File: src/rtl/bch_ibm_seq.sv
// bch_ibm_seq: iterative inversionless Berlekamp-Massey solver for binary BCH over GF(2^M)
module bch_ibm_seq #(
  parameter int M = 4,
  parameter int T = 2,
  parameter logic [M:0] PRIM_POLY = 5'h13,
  localparam int LW = $clog2(2*T) > 0 ? $clog2(2*T) : 1
) (
  input  logic                 clk,
  input  logic                 rst,
  input  logic                 in_valid,
  output logic                 in_ready,
  input  logic [(2*T-1)*M-1:0] syndrome,
  output logic                 out_valid,
  input  logic                 out_ready,
  output logic [(T+1)*M-1:0]   locator,
  output logic [LW-1:0]        err_cnt,
  output logic                 err_fail
);
  typedef enum logic [1:0] {IDLE, RUN, DONE} state_t;
  state_t state, state_n;
  logic [M-1:0] syn_q [2*T-1];
  logic [M-1:0] syn_s [2*T-1];
  logic [M-1:0] nu_q [T+1];
  logic [M-1:0] nu_s [T+1];
  logic [M-1:0] nu_n [T+1];
  logic [M-1:0] kappa_q [T+1];
  logic [M-1:0] kappa_s [T+1];
  logic [M-1:0] kappa_n [T+1];
  logic [M-1:0] delta_q, delta_s, delta_n, d;
  logic [LW-1:0] l_q, l_s, l_n, r_q;
  logic rdy_q, acc, zero, upd, idle;
  int r_s, deg;

  function automatic logic [M-1:0] gf_mul(input logic [M-1:0] a, input logic [M-1:0] b);
    logic [M-1:0] p, s;
    p = '0;
    s = a;
    for (int i = 0; i < M; i++) begin
      p = b[i] ? p ^ s : p;
      s = s[M-1] ? (s << 1) ^ PRIM_POLY[M-1:0] : s << 1;
    end
    return p;
  endfunction

  // One BM iteration; in IDLE it runs iteration 0 from the initial values on the incoming vector
  always_comb begin
    idle = (state == IDLE);
    acc = in_valid && rdy_q;
    zero = (syndrome == '0);
    for (int j = 0; j < 2*T-1; j++) syn_s[j] = idle ? syndrome[j*M +: M] : syn_q[j];
    for (int i = 0; i <= T; i++) begin
      nu_s[i] = idle ? M'(i == 0) : nu_q[i];
      kappa_s[i] = idle ? M'(i == 0) : kappa_q[i];
    end
    delta_s = idle ? M'(1) : delta_q;
    l_s = idle ? '0 : l_q;
    r_s = idle ? 0 : int'(r_q);
    d = '0;
    for (int i = 0; i <= T; i++) if (i <= 2*r_s) d ^= gf_mul(nu_s[i], syn_s[2*r_s-i]);
    upd = (d != '0) && (int'(l_s) <= r_s);
    for (int i = 0; i <= T; i++) begin
      nu_n[i] = gf_mul(delta_s, nu_s[i]);
      kappa_n[i] = '0;
      if (i > 0) begin
        nu_n[i] ^= gf_mul(d, kappa_s[i-1]);
        if (upd) kappa_n[i] = nu_s[i-1];
      end
      if (!upd && i > 1) kappa_n[i] = kappa_s[i-2];
    end
    delta_n = upd ? d : delta_s;
    l_n = upd ? LW'(2*r_s + 1 - int'(l_s)) : l_s;
  end

  // Next state; an all-zero vector skips the iterations entirely
  always_comb begin
    state_n = state;
    state_n = idle ? (acc ? ((zero || T == 1) ? DONE : RUN) : IDLE)
            : (state == RUN) ? (r_q == LW'(T-1) ? DONE : RUN)
            : (out_ready ? IDLE : DONE);
  end

  // Failure when L exceeds T or the locator degree disagrees with L
  always_comb begin
    deg = -1;
    for (int i = 0; i <= T; i++) if (nu_q[i] != '0) deg = i;
    err_fail = (state == DONE) && (int'(l_q) > T || deg != int'(l_q));
    for (int i = 0; i <= T; i++) locator[i*M +: M] = nu_q[i];
  end

  assign in_ready = rdy_q;
  assign out_valid = (state == DONE);
  assign err_cnt = l_q;

  // State register; ready is registered so it rises the cycle after reset releases
  always_ff @(posedge clk) begin
    if (rst) begin
      state <= IDLE;
      rdy_q <= 1'b0;
    end else begin
      state <= state_n;
      rdy_q <= (state_n == IDLE);
    end
  end

  // Iteration registers: loaded with iteration 0 on accept, then one iteration per RUN cycle
  always_ff @(posedge clk) begin
    if (rst) begin
      for (int i = 0; i <= T; i++) begin
        nu_q[i] <= '0;
        kappa_q[i] <= '0;
      end
      for (int j = 0; j < 2*T-1; j++) syn_q[j] <= '0;
      delta_q <= '0;
      l_q <= '0;
      r_q <= '0;
    end else if (acc || state == RUN) begin
      for (int i = 0; i <= T; i++) begin
        nu_q[i] <= nu_n[i];
        kappa_q[i] <= kappa_n[i];
      end
      if (acc) for (int j = 0; j < 2*T-1; j++) syn_q[j] <= syn_s[j];
      delta_q <= delta_n;
      l_q <= l_n;
      r_q <= acc ? LW'(1) : r_q + 1'b1;
    end
  end
endmodule
File: config.mk
export PLATFORM = sky130hd
export DESIGN_NAME = bch_ibm_seq
export DESIGN_NICKNAME = d
export VERILOG_FILES = /design/src/rtl/bch_ibm_seq.sv
export SDC_FILE = /design/constraint.sdc
export NUM_CORES = 1
export LEC_CHECK = 0
export BUFFER_PORTS_ARGS = -buffer_cell sky130_fd_sc_hd__buf_2
export CELL_PAD_IN_SITES_DETAIL_PLACEMENT = 2
export CELL_PAD_IN_SITES_GLOBAL_PLACEMENT = 2
export CORE_MARGIN = 4
export CORE_UTILIZATION = 39
export CTS_CLUSTER_SIZE = 12
export DETAILED_ROUTE_END_ITERATION = 8
export GPL_TIMING_DRIVEN = 0
export HOLD_SLACK_MARGIN = 0.15
export PLACE_DENSITY = 0.94
export SYNTH_ARGS = -nofsm -noshare
export SYNTH_HDL_FRONTEND = slang
export SYNTH_SLANG_ARGS = --single-unit
File: constraint.sdc
create_clock -name clk -period 10.57 [get_ports clk]
set_input_delay 2.114 -clock clk [delete_from_list [all_inputs] [get_ports clk]]
set_output_delay 2.114 -clock clk [all_outputs]
set_load 0.005 [all_outputs]
==> results of run 1 <==
[flip-flops by register name, indices dropped and copies added, names as in the netlist]
signal    cells
delta_q       4
syn_q        12
state         2
kappa_q       4
err_cnt       2
r_q           2
nu_q         12
in_ready      1
[area by class of cell]
class                      count  area (um^2)  share of cell area [%]
clock buffer                   6         82.6                    1.72
inverter                      11         41.3                   0.862
timing repair buffer          32          160                    3.34
antenna                        1         2.50                  0.0523
multi-input combinational    465         3030                    63.3
tap                          140          175                    3.66
buffer                        47          201                    4.21
clock inverter                 2         35.0                   0.732
sequential                    39         1060                    22.2
[layout by cell type, fill, tap and decap left out, types with 4 or more instances in the layout]
| cell | count |
|---|---|
| a22o_1 | 6 |
| and2_1 | 4 |
| a21o_1 | 4 |
| o211ai_1 | 11 |
| o21ai_0 | 37 |
| buf_2 | 40 |
| mux2i_1 | 14 |
| nand3_1 | 12 |
| mux2_2 | 10 |
| clkbuf_1 | 31 |
| or3_1 | 7 |
| edfxtp_1 | 28 |
| a211oi_1 | 12 |
| nor4_1 | 8 |
| xor2_1 | 15 |
| dfxtp_1 | 11 |
| and3_1 | 7 |
| clkbuf_8 | 6 |
| nor2_1 | 28 |
| a31oi_1 | 6 |
| nor2b_1 | 5 |
| a21oi_1 | 36 |
| o31ai_1 | 4 |
| nor3_1 | 8 |
| xnor2_1 | 43 |
| nand2_1 | 108 |
| xnor3_1 | 5 |
| a22oi_1 | 5 |
| buf_1 | 6 |
| inv_1 | 10 |
| nand2b_1 | 12 |
[worst max-delay path, delay by kind of cell]
kind / cells / cell delay (ns)
muxes: 1 / 0.28
AOI/OAI and AO/OA: 8 / 1.59
buffers and inverters: 2 / 0.51
and+or+nand+nor: 2 / 1.05
[where the power goes]
part / internal (W) / total, W / switching, W
clock: 0.0000766 / 0.000143 / 0.0000666
combinational: 0.000122 / 0.000342 / 0.000219
sequential: 0.000183 / 0.000205 / 0.0000221
[logic make-up (layout without fill, tap and decap cells)]
kind of cell	Yosys count	in the layout	synth area share, %
compound gates	153	153	23.9
xor+xnor	65	65	15.1
fa+ha+maj	2	2	0.577
buf+inv	58	98	5.60
flops	39	39	24.5
mux	26	26	6.53
other cells	0	1	0
simple gates	219	219	23.8
[per-layer routing]
metal	global-route usage, %	vias up	part of all wire (%)
met5	0	-	0
li1	-	2103	-
met2	52.6	228	49
met3	3.40	60	6.3
met1	38.4	2396	40
met4	13.9	0	4.3
[stage by stage]
stage,total power (W),hold WS (ns),util (%)
after floorplan,0.000426,0.481,-
after global placement,0.000505,0.518,43.1
after detailed placement,0.000533,0.558,43.1
after CTS,0.000682,0.598,44.1
after global routing,0.000721,0.612,44.2
final,0.000689,0.604,44.2
[final timing paths]
path                             from                          end  slack [ns]  depth (start not counted)
setup / recovery          syndrome[3]     nu_q[0][9]$_SDFFCE_PN0P_        5.08                         13
hold / removal    r_q[0]$_SDFFE_PP0N_          r_q[1]$_SDFFE_PP0N_        0.60                          2
setup reg to reg  state[1]$_SDFF_PP0_  kappa_q[0][5]$_SDFFCE_PN0P_        6.16                         13
hold reg to reg   r_q[0]$_SDFFE_PP0N_          r_q[1]$_SDFFE_PP0N_        0.60                          2
==> impl_summary.log, run 1 <==
INFO  metric core = 0.0108 mm^2
INFO  metric wl = a little under 20000 um
INFO  metric synth_area_leaders = edfxtp_1 19%, nand2_1 9.4%, xnor2_1 8.7%, dfxtp_1 5.1%, o21ai_0 4.3%
INFO  metric synth_largest_area_cell = edfxtp_1
INFO  metric die_x = between 100 and 150 um
INFO  metric grt_setup_unrepaired = false
INFO  metric fin_crit_sh = between 50 and 60%
INFO  metric postCtsSetupBuffers = 0
INFO  metric initial_antenna_violation_count = 1
INFO  metric setup_slack = between 5 and 6 ns
INFO  metric min_path_type = flip-flop to flip-flop
INFO  metric slew_viol_final = 0
INFO  metric powerDensity = between 100 and 150 mW/mm^2
INFO  metric worst-endpoint-required = 10.64 ns
INFO  metric place.port_buffers = 32
INFO  metric seq_area_frac_synth = 24.5%
INFO  metric hpwl = 13900 um
INFO  metric drt-pass1-iter-count = 6
INFO  metric mappedNetlistNets = 580
INFO  metric path_class = input pin to flip-flop
INFO  metric number_of_global_route_vias_before_repair = just over 5000
INFO  metric most_instantiated_library_cell_after_synthesis = nand2_1
INFO  metric drt_drc_violations_left = 0
INFO  metric cts_num_sinks = 39
INFO  metric dpl.cell_count = around 730
INFO  metric post_route_cells_drive_above_1_share = 12.5%
INFO  metric clock_tree.root_cell = clkbuf_8
INFO  metric number_of_enable_type_register_cells_in_the_synthesized_netlist = 28
INFO  metric drt_iter0_drc = about 430
INFO  metric layout.cells.non_filler = approximately 740
INFO  metric delay_of_the_slowest_cell_on_the_worst_path = 0.61 ns
INFO  metric gr-total-overflow = 0
INFO  metric ys.warnings.count = 0
INFO  metric crit_path_cell_trace = buf_2, nor3_1, a21oi_1, or3_1, a21oi_2, o31ai_1, a21oi_1, mux2_4, clkbuf_1, o22ai_1, a221o_1, o31ai_1, o21ai_0
INFO  metric place_ws = 4.86 ns
INFO  metric main_synth_ff_type = edfxtp_1
INFO  metric detailroute.via_count = 4787
INFO  metric final_cell_area = 0.00479 mm^2
INFO  metric synth_top_area_share = about a fifth
INFO  metric holdBufCountCts = 0
INFO  metric synthesis.instances = 562
INFO  metric timing.setup.tns = 0 ns
INFO  metric synthesis.area_per_instance = slightly below 8 um^2
INFO  metric cts_repair_resize_count = 0
INFO  metric synth.lib_cells_used.distinct = a little under 70
INFO  metric drt-vias-per-instance = ~6.4
INFO  metric report.final.setup_viol = 0
INFO  metric synth_commonest_cells = 108 x nand2_1, 43 x xnor2_1, 37 x o21ai_0
INFO  metric clock_path_buffers = 2
INFO  metric crit_slowest_cell = nor3_1
INFO  metric die_area = 0.0129 mm^2
INFO  metric num-fill-cells = 1267
INFO  metric grt_pass1_wl = slightly above 30000 um
INFO  metric initial_core_util = 40.0%
INFO  metric setup.worst_path.end_class = flip-flop
INFO  metric synth_async_sr_flop_share = 0%
INFO  metric global_route.usage.total = 30.5%
INFO  metric cts.clk_slew.worst_paths = 0.09 ns
INFO  metric clock_latency = between 0.3 and 0.4 ns
INFO  metric die-height = 113 um
INFO  metric cts-buffers-inserted = 5
INFO  metric report.final.hold_viol_count = 0
INFO  metric slew_headroom = between 10% and 20%
INFO  metric routed_wire_length_per_instance = 26.2 um
INFO  metric clock_skew = 0.0113 ns
INFO  metric grt_max_degree = 20
INFO  metric nNetsFinal = 619
INFO  metric cts.htree.levels = 2
INFO  metric arrival = 5.56 ns
INFO  metric yosys_register_bits = 39
INFO  metric cell_area_after_placement = around 0.0047 mm^2
INFO  metric netlist_area = 0.00433 mm^2
INFO  metric critPathLaunchType = input pin
INFO  metric gpl.final_weighted_congestion = approximately 0.85
INFO  metric worstMarginPinSlew = 1.26 ns
INFO  metric ir_drop = 0.0569 mV
INFO  metric detail-route-antenna-nets = 0
INFO  metric flow.area_growth_from_synthesis = 10.5%
INFO  metric num_io_pins = 33
INFO  metric leakagePower = around 1.8 nW
INFO  metric run_status = finished, final reports clean
INFO  metric timing.fmax = 182 MHz
INFO  metric fin_crit = 5.49 ns
INFO  metric worstPathMaxFanout = 10
INFO  metric cts_tree = done
INFO  metric fp-row-count = 38
INFO  metric timing.max_cap.violations = 0
(Power assumes the default switching activity.)
==> run 2: changes to the inputs <==
CORE_UTILIZATION = 33   (was 39)
PLACE_DENSITY = 0.86   (was 0.94)
clock period = 4.56 ns   (was 10.57 ns; I/O delays follow)
==> impl_summary.log, run 2 (synthesis results as in run 1) <==
INFO  metric grt_pass1_wl = 27400 um (was 30400 um)
INFO  metric cts.htree.levels = 2 (unchanged)
INFO  metric timing.reg2reg.worst_path_depth = 13 (unchanged)
INFO  metric grt_max_degree = 20 (unchanged)
INFO  metric detail-route-antenna-nets = 0 (unchanged)
INFO  metric num-fill-cells = 1497 (was 1267)
INFO  metric multi_input_comb_area = 0.00303 mm^2 (about the same)
INFO  metric drt_drc_violations_left = 0 (unchanged)
INFO  metric layout.cells.non_filler = 774 (was 743)
INFO  metric powerDensity = 327 mW/mm^2 (was 144 mW/mm^2)
INFO  metric worstMarginPinSlew = 1.09 ns (was 1.26 ns)
INFO  metric post_route_cells_drive_above_1_share = 12.3% (was 12.5%)
INFO  metric core = 0.0127 mm^2 (was 0.0108 mm^2)
INFO  metric crit_slowest_cell = xnor3_1 (was nor3_1)
INFO  metric nNetsFinal = 619 (unchanged)
INFO  metric path_common_cell = buf_2
INFO  metric timing.fmax = 232 MHz
INFO  metric wl = 17200 um (was 19500 um)
INFO  metric initial_antenna_violation_count = 0 (was 1)
INFO  metric num_io_pins = 33 (unchanged)
INFO  metric clock_skew = 0.00636 ns (was 0.0113 ns)
INFO  metric gr-total-overflow = 0 (unchanged)
INFO  metric arrival = 4.30 ns (was 5.56 ns)
INFO  metric crit_start = state[1]$_SDFF_PP0_ (was syndrome[3])
INFO  metric crit_buf_inv = 4 (was 2)
INFO  metric delay_of_the_slowest_cell_on_the_worst_path = 0.55 ns (was 0.61 ns)
INFO  metric drt-vias-per-instance = 5.84 (was 6.44)
INFO  metric leakagePower = 1.78 nW (was 1.77 nW)
INFO  metric fp-row-count = 41 (was 38)
INFO  metric flow.area_growth_from_synthesis = 12.0% (was 10.5%)
INFO  metric ir_drop = 0.132 mV (was 0.0569 mV)
INFO  metric dpl.cell_count = 766 (was 734)
INFO  metric report.final.hold_viol_count = 0 (unchanged)
INFO  metric detailroute.via_count = 4521 (was 4787)
INFO  metric die_area = 0.0150 mm^2 (was 0.0129 mm^2)
INFO  metric finalPower = 0.00159 W (was 0.000689 W)
INFO  metric run_status = finished, final reports clean (unchanged)
INFO  metric postCtsSetupBuffers = 0 (unchanged)
INFO  metric grt_setup_unrepaired = false (unchanged)
INFO  metric place.port_buffers = 32 (unchanged)
INFO  metric min_path_type = flip-flop to flip-flop (unchanged)
INFO  metric fin_crit = about 4.3 ns
INFO  metric regToRegStartpoint = state[1]$_SDFF_PP0_ (unchanged)
INFO  metric timing.critical_path.max_delay_family = compound AO/OA/AOI/OAI gates (unchanged)
INFO  metric place_ws = -0.161 ns (was 4.86 ns)
INFO  metric largestRegisters = nu_q (12), syn_q (12) (unchanged)
INFO  metric setup_slack = 0.253 ns (was 5.08 ns)
INFO  metric cts_tree = done (unchanged)
INFO  metric slew_viol_final = 0 (unchanged)
INFO  metric clock_tree.root_cell = clkbuf_16 (was clkbuf_8)
INFO  metric global_route.usage.total = 23.5% (was 30.5%)
INFO  metric cts_num_sinks = 39 (unchanged)
INFO  metric worstPathMaxFanout = 10 (unchanged)
INFO  metric drt_iter0_drc = 311 (was 434)
INFO  metric initial_core_util = 34.1% (was 40.0%)
INFO  metric drt-pass1-iter-count = 5 (was 6)
INFO  metric path_class = flip-flop to flip-flop (was input pin to flip-flop)
INFO  metric cts-buffers-inserted = 5 (unchanged)
INFO  metric slew_headroom = 27.2% (was 16.2%)
INFO  metric die-height = 123 um (was 113 um)
INFO  metric timing.setup.tns = 0 ns (unchanged)
INFO  metric crit_path_cell_trace = clkbuf_1, nor2_1, buf_2, buf_1, o211ai_1, a21oi_1, o221ai_1, xnor3_1, buf_2, o22ai_1, a221o_1, o31ai_1, o21ai_0 (was buf_2, nor3_1, a21oi_1, or3_1, a21oi_2, o31ai_1, a21oi_1, mux2_4, clkbuf_1, o22ai_1, a221o_1, o31ai_1, o21ai_0)
INFO  metric worst-endpoint-required = 4.55 ns (was 10.64 ns)
INFO  metric reg2reg_slack = 0.25 ns (was 6.16 ns)
INFO  metric crit_path_end = nu_q[0][9]$_SDFFCE_PN0P_ (unchanged)
INFO  metric clock_path_buffers = 2 (unchanged)
INFO  metric clock_latency = 0.29 ns (was 0.32 ns)
INFO  metric report.final.setup_viol = 0 (unchanged)
INFO  metric count_of_cell_instances_traversed_by_the_critical_path = 13 (unchanged)
INFO  metric insertedDiodeCount = 0 (was 1)
INFO  metric routed_wire_length_per_instance = 22.2 um (was 26.2 um)
INFO  metric hpwl = 13000 um (was 13900 um)
INFO  metric worstHoldPathCells = 2 (unchanged)
INFO  metric gpl.final_weighted_congestion = 0.934 (was 0.854)
INFO  metric number_of_global_route_vias_before_repair = 4700 (was 5087)
INFO  metric most_common_cell_after_layout_fill_and_taps_aside = nand2_1 (unchanged)
INFO  metric cts.clk_slew.worst_paths = 0.06 ns (was 0.09 ns)
INFO  metric die_x = 123 um (was 113 um)
INFO  metric fin_crit_sh = 94.5%
INFO  metric layout_common_cells = 108 x nand2_1, 43 x xnor2_1, 40 x buf_2 (unchanged)
INFO  metric setup.worst_path.end_class = flip-flop (unchanged)
INFO  metric critPathLaunchType = flip-flop (was input pin)
INFO  metric timing.max_cap.violations = 0 (unchanged)
INFO  metric register_area = 0.00106 mm^2 (unchanged)
INFO  metric r2r_end = nu_q[0][9]$_SDFFCE_PN0P_ (was kappa_q[0][5]$_SDFFCE_PN0P_)
run 2: power breakdown:
group,internal [W],switching (W)
registers,0.000423,0.0000475
clock network,0.000203,0.000154
logic,0.000284,0.000477
total,0.000910,0.000678
run 2: how the worst min path moves through the flow:
stage                            start                      end  slack [ns]
3_5_place_dp   err_cnt[1]$_SDFFE_PP0N_  err_cnt[1]$_SDFFE_PP0N_        0.55
5_1_grt            r_q[1]$_SDFFE_PP0N_      r_q[1]$_SDFFE_PP0N_        0.61
6_report           r_q[1]$_SDFFE_PP0N_      r_q[1]$_SDFFE_PP0N_        0.57
3_3_place_gp   err_cnt[1]$_SDFFE_PP0N_  err_cnt[1]$_SDFFE_PP0N_        0.52
2_1_floorplan  err_cnt[1]$_SDFFE_PP0N_  err_cnt[1]$_SDFFE_PP0N_        0.48
4_1_cts            r_q[1]$_SDFFE_PP0N_      r_q[1]$_SDFFE_PP0N_        0.58
run 2: metal layers:
layer  vias to the layer above  GRT usage [%]  share of wire (%)
met1                      2275           33.2                 47
met4                         0           5.67                1.6
li1                       2099              -                  -
met5                         -              0                  0
met3                        21           2.17                4.4
met2                       126           38.6                 47
run 2: layout make-up:
type | instances | area share [%]
plain buffers | 47 | 4.15
clock buffers | 7 | 2.73
clock inverters | 1 | 0.103
inverters | 11 | 0.851
multi-input cells | 465 | 62.5
flip-flops and latches | 39 | 21.9
well taps | 172 | 4.44
repair buffers | 32 | 3.30
run 2: worst register-to-register path, stage by stage (launching register included):
cell,delay [ns]
dfxtp_1,0.34
clkbuf_1,0.22
nor2_1,0.38
buf_2,0.34
buf_1,0.52
o211ai_1,0.21
a21oi_1,0.18
o221ai_1,0.17
xnor3_1,0.55
buf_2,0.27
o22ai_1,0.12
a221o_1,0.28
o31ai_1,0.22
o21ai_0,0.19
run 2: through the flow:
stage | hold WS, ns | util (%) | cell area, um^2
5_1_grt | 0.612 | 38.1 | 4850
2_1_floorplan | 0.481 | - | 4330
3_3_place_gp | 0.522 | 37.0 | 4710
6_report | 0.570 | 38.1 | 4850
4_1_cts | 0.575 | 38.1 | 4850
3_5_place_dp | 0.546 | 37.0 | 4710
run 2: timing repair:
| item | CTS | global route |
|---|---|---|
| endpoints found under the setup margin | 0 | 1 |
| hold buffers | 0 | 0 |
| gates resized for setup | 0 | 1 |
==> run 3: changes to the inputs <==
CELL_PAD_IN_SITES_DETAIL_PLACEMENT = 1   (was 2)
CELL_PAD_IN_SITES_GLOBAL_PLACEMENT = 1   (was 2)
CORE_UTILIZATION = 42   (was 33)
PLACE_DENSITY = 0.87   (was 0.86)
==> impl_summary.log, run 3 (synthesis results as in run 1) <==
INFO  metric run_status = finished, final reports clean (unchanged)
INFO  metric clock_latency = 0.31 ns (was 0.29 ns)
INFO  metric power.sequential.fraction = 29.7% (about the same)
INFO  metric clock_skew = 0.00788 ns (was 0.00636 ns)
INFO  metric die_x = 110 um (was 123 um)
INFO  metric gr-total-overflow = 0 (unchanged)
INFO  metric holdBufCountCts = 0 (unchanged)
INFO  metric insertedDiodeCount = 0 (unchanged)
INFO  metric path_class = input pin to flip-flop (was flip-flop to flip-flop)
INFO  metric arrival = 4.22 ns (was 4.30 ns)
INFO  metric final_cell_area = 0.00480 mm^2 (was 0.00485 mm^2)
INFO  metric global_route.usage.total = 26.6% (was 23.5%)
INFO  metric place.port_buffers = 32 (unchanged)
INFO  metric cts.clk_slew.worst_paths = 0.09 ns (was 0.06 ns)
INFO  metric logic_gate_share_of_total_power = 47.0% (was 47.9%)
INFO  metric wirelength_met1 = 6740 um (was 8010 um)
INFO  metric place_ws = 0.173 ns (was -0.161 ns)
INFO  metric clock_tree.root_cell = clkbuf_8 (was clkbuf_16)
INFO  metric nNetsFinal = 619 (unchanged)
INFO  metric number_of_global_route_vias_before_repair = 4698 (was 4700)
INFO  metric internal_power = 0.000925 W (was 0.000910 W)
INFO  metric routed_wire_length_per_instance = 21.1 um (was 22.2 um)
INFO  metric drt_iter0_drc = 300 (was 311)
INFO  metric postCtsSetupBuffers = 0 (unchanged)
INFO  metric grt_setup_unrepaired = false (unchanged)
INFO  metric drt_drc_violations_left = 0 (unchanged)
INFO  metric delay_of_the_slowest_cell_on_the_worst_path = 0.58 ns (was 0.55 ns)
INFO  metric flow.area_growth_from_synthesis = 10.7% (was 12.0%)
INFO  metric report.final.setup_viol = 0 (unchanged)
INFO  metric min_path_type = flip-flop to flip-flop (unchanged)
INFO  metric layout.cells.non_filler = 735 (was 774)
INFO  metric slew_headroom = 27.4% (was 27.2%)
INFO  metric layout_common_cells = 108 x nand2_1, 43 x xnor2_1, 40 x buf_2 (unchanged)
INFO  metric timing.fmax = 240 MHz (was 232 MHz)
INFO  metric powerDensity = 330 mW/mm^2 (was 327 mW/mm^2)
INFO  metric setup.worst_path.end_class = flip-flop (unchanged)
INFO  metric post_route_cells_drive_above_1_share = 12.5% (was 12.3%)
INFO  metric largestRegisters = nu_q (12), syn_q (12) (unchanged)
INFO  metric timing.max_cap.violations = 0 (unchanged)
INFO  metric cts.htree.levels = 2 (unchanged)
INFO  metric switchingPower = 0.000656 W (was 0.000678 W)
INFO  metric holdWs = 0.571 ns (was 0.570 ns)
INFO  metric drt-pass1-iter-count = 6 (was 5)
INFO  metric hpwl = 11600 um (was 13000 um)
INFO  metric fin_crit_sh = 91.3% (was 94.5%)
INFO  metric critPathLaunchType = input pin (was flip-flop)
INFO  metric cts-buffers-inserted = 5 (unchanged)
INFO  metric worstPathMaxFanout = 10 (unchanged)
INFO  metric slew_viol_final = 0 (unchanged)
INFO  metric cts_repair_resize_count = 0 (unchanged)
INFO  metric setup_slack = 0.398 ns (was 0.253 ns)
INFO  metric core = 0.00991 mm^2 (was 0.0127 mm^2)
INFO  metric cts_tree = done (unchanged)
INFO  metric most_common_cell_after_layout_fill_and_taps_aside = nand2_1 (unchanged)
INFO  metric detailroute.via_count = 4609 (was 4521)
INFO  metric report.final.hold_viol_count = 0 (unchanged)
INFO  metric die-height = 110 um (was 123 um)
INFO  metric drt-vias-per-instance = 6.27 (was 5.84)
INFO  metric power.clock.fraction = 23.2% (was 22.5%)
INFO  metric grt_max_degree = 20 (unchanged)
INFO  metric clock_path_buffers = 2 (unchanged)
INFO  metric wl_met2 = 7460 um (was 8140 um)
INFO  metric gpl.final_weighted_congestion = 0.921 (was 0.934)
INFO  metric fin_crit = 4.16 ns (was 4.31 ns)
INFO  metric ir_drop = 0.154 mV (was 0.132 mV)
INFO  metric wl = 15500 um (was 17200 um)
INFO  metric cell_area_after_placement = 0.00466 mm^2 (was 0.00471 mm^2)
INFO  metric worst-endpoint-required = 4.62 ns (was 4.55 ns)
INFO  metric route.met3.wl = 966 um (was 764 um)
INFO  metric die_area = 0.0120 mm^2 (was 0.0150 mm^2)
INFO  metric dpl.cell_count = 727 (was 766)
INFO  metric crit_path_cell_trace = buf_2, nor3_1, a21oi_1, or3_1, a21oi_2, o31ai_1, a21oi_1, mux2_4, clkbuf_1, o22ai_1, a221o_1, o31ai_1, o21ai_0 (was clkbuf_1, nor2_1, buf_2, buf_1, o211ai_1, a21oi_1, o221ai_1, xnor3_1, buf_2, o22ai_1, a221o_1, o31ai_1, o21ai_0)
INFO  metric fp-row-count = 36 (was 41)
INFO  metric cts_num_sinks = 39 (unchanged)
INFO  metric timing.setup.tns = 0 ns (unchanged)
INFO  metric detail-route-antenna-nets = 0 (unchanged)
INFO  metric highest-signal-layer = met4 (unchanged)
INFO  metric leakagePower = 1.77 nW (was 1.78 nW)
INFO  metric worstMarginPinSlew = 1.09 ns (about the same)
INFO  metric initial_core_util = 43.7% (was 34.1%)
INFO  metric initial_antenna_violation_count = 0 (unchanged)
INFO  metric crit_slowest_cell = nor3_1 (was xnor3_1)
INFO  metric power.share.switching = 41.5% (was 42.7%)
INFO  metric grt_pass1_wl = 25000 um (was 27400 um)
INFO  metric num_io_pins = 33 (unchanged)
==> run 3: cell count changes in the layout (fill, tap and decap cells not counted), sizes merged <==
| cell | previous run | this run |
|---|---|---|
| clkinvlp | 0 | 1 |
| clkbuf | 38 | 36 |
| clkinv | 1 | 0 |
| bufinv | 0 | 2 |
==> run 3: power by group through the flow <==
| stage | clock network, W | registers (W) | logic [W] |
|---|---|---|---|
| 2_1_floorplan | 0 | 0.000461 | 0.000528 |
| 3_3_place_gp | 0 | 0.000471 | 0.000684 |
| 3_5_place_dp | 0 | 0.000476 | 0.000716 |
| 4_1_cts | 0.000364 | 0.000469 | 0.000727 |
| 5_1_grt | 0.000381 | 0.000475 | 0.000799 |
| 6_report | 0.000367 | 0.000470 | 0.000743 |
==> run 3: critical path: cells and delay by family <==
family | cells | cell delay [ns]
multiplexers | 1 | 0.25
buffers and inverters | 2 | 0.53
AND/OR/NAND/NOR | 2 | 1.03
AO/OA/AOI/OAI | 8 | 1.50
==> run 3: cell type report <==
type                       instances  area [um^2]
fill                            1295         5110
multi-input combinational        465         3030
sequential                        39         1060
buffer                            47          201
tap                              133          166
timing repair buffer              32          160
clock buffer                       5         68.8
clock inverter                     3         67.6
inverter                          11         41.3
==> run 3: through the flow <==
stage / utilization, % / power [W]
CTS: 48.4 / 0.00156
detailed placement: 47.0 / 0.00119
global route: 48.4 / 0.00165
global placement: 47.0 / 0.00115
finish: 48.4 / 0.00158
floorplan: - / 0.000988
==> run 3: path summary, 6_finish.rpt <==
kind | from | end | slack (ns) | depth (start not counted)
min reg2reg | r_q[1]$_SDFFE_PP0N_ | r_q[1]$_SDFFE_PP0N_ | 0.57 | 2
min | r_q[1]$_SDFFE_PP0N_ | r_q[1]$_SDFFE_PP0N_ | 0.57 | 2
max reg2reg | r_q[0]$_SDFFE_PP0N_ | nu_q[0][10]$_SDFFCE_PN0P_ | 0.55 | 12
max | syndrome[3] | nu_q[0][9]$_SDFFCE_PN0P_ | 0.40 | 13
==> run 3: per-layer routing <==
| layer | vias up | global-route usage (%) |
|---|---|---|
| met1 | 2299 | 35.4 |
| li1 | 2092 | - |
| met3 | 35 | 3.17 |
| met4 | 0 | 8.01 |
| met5 | - | 0 |
| met2 | 183 | 45.0 |
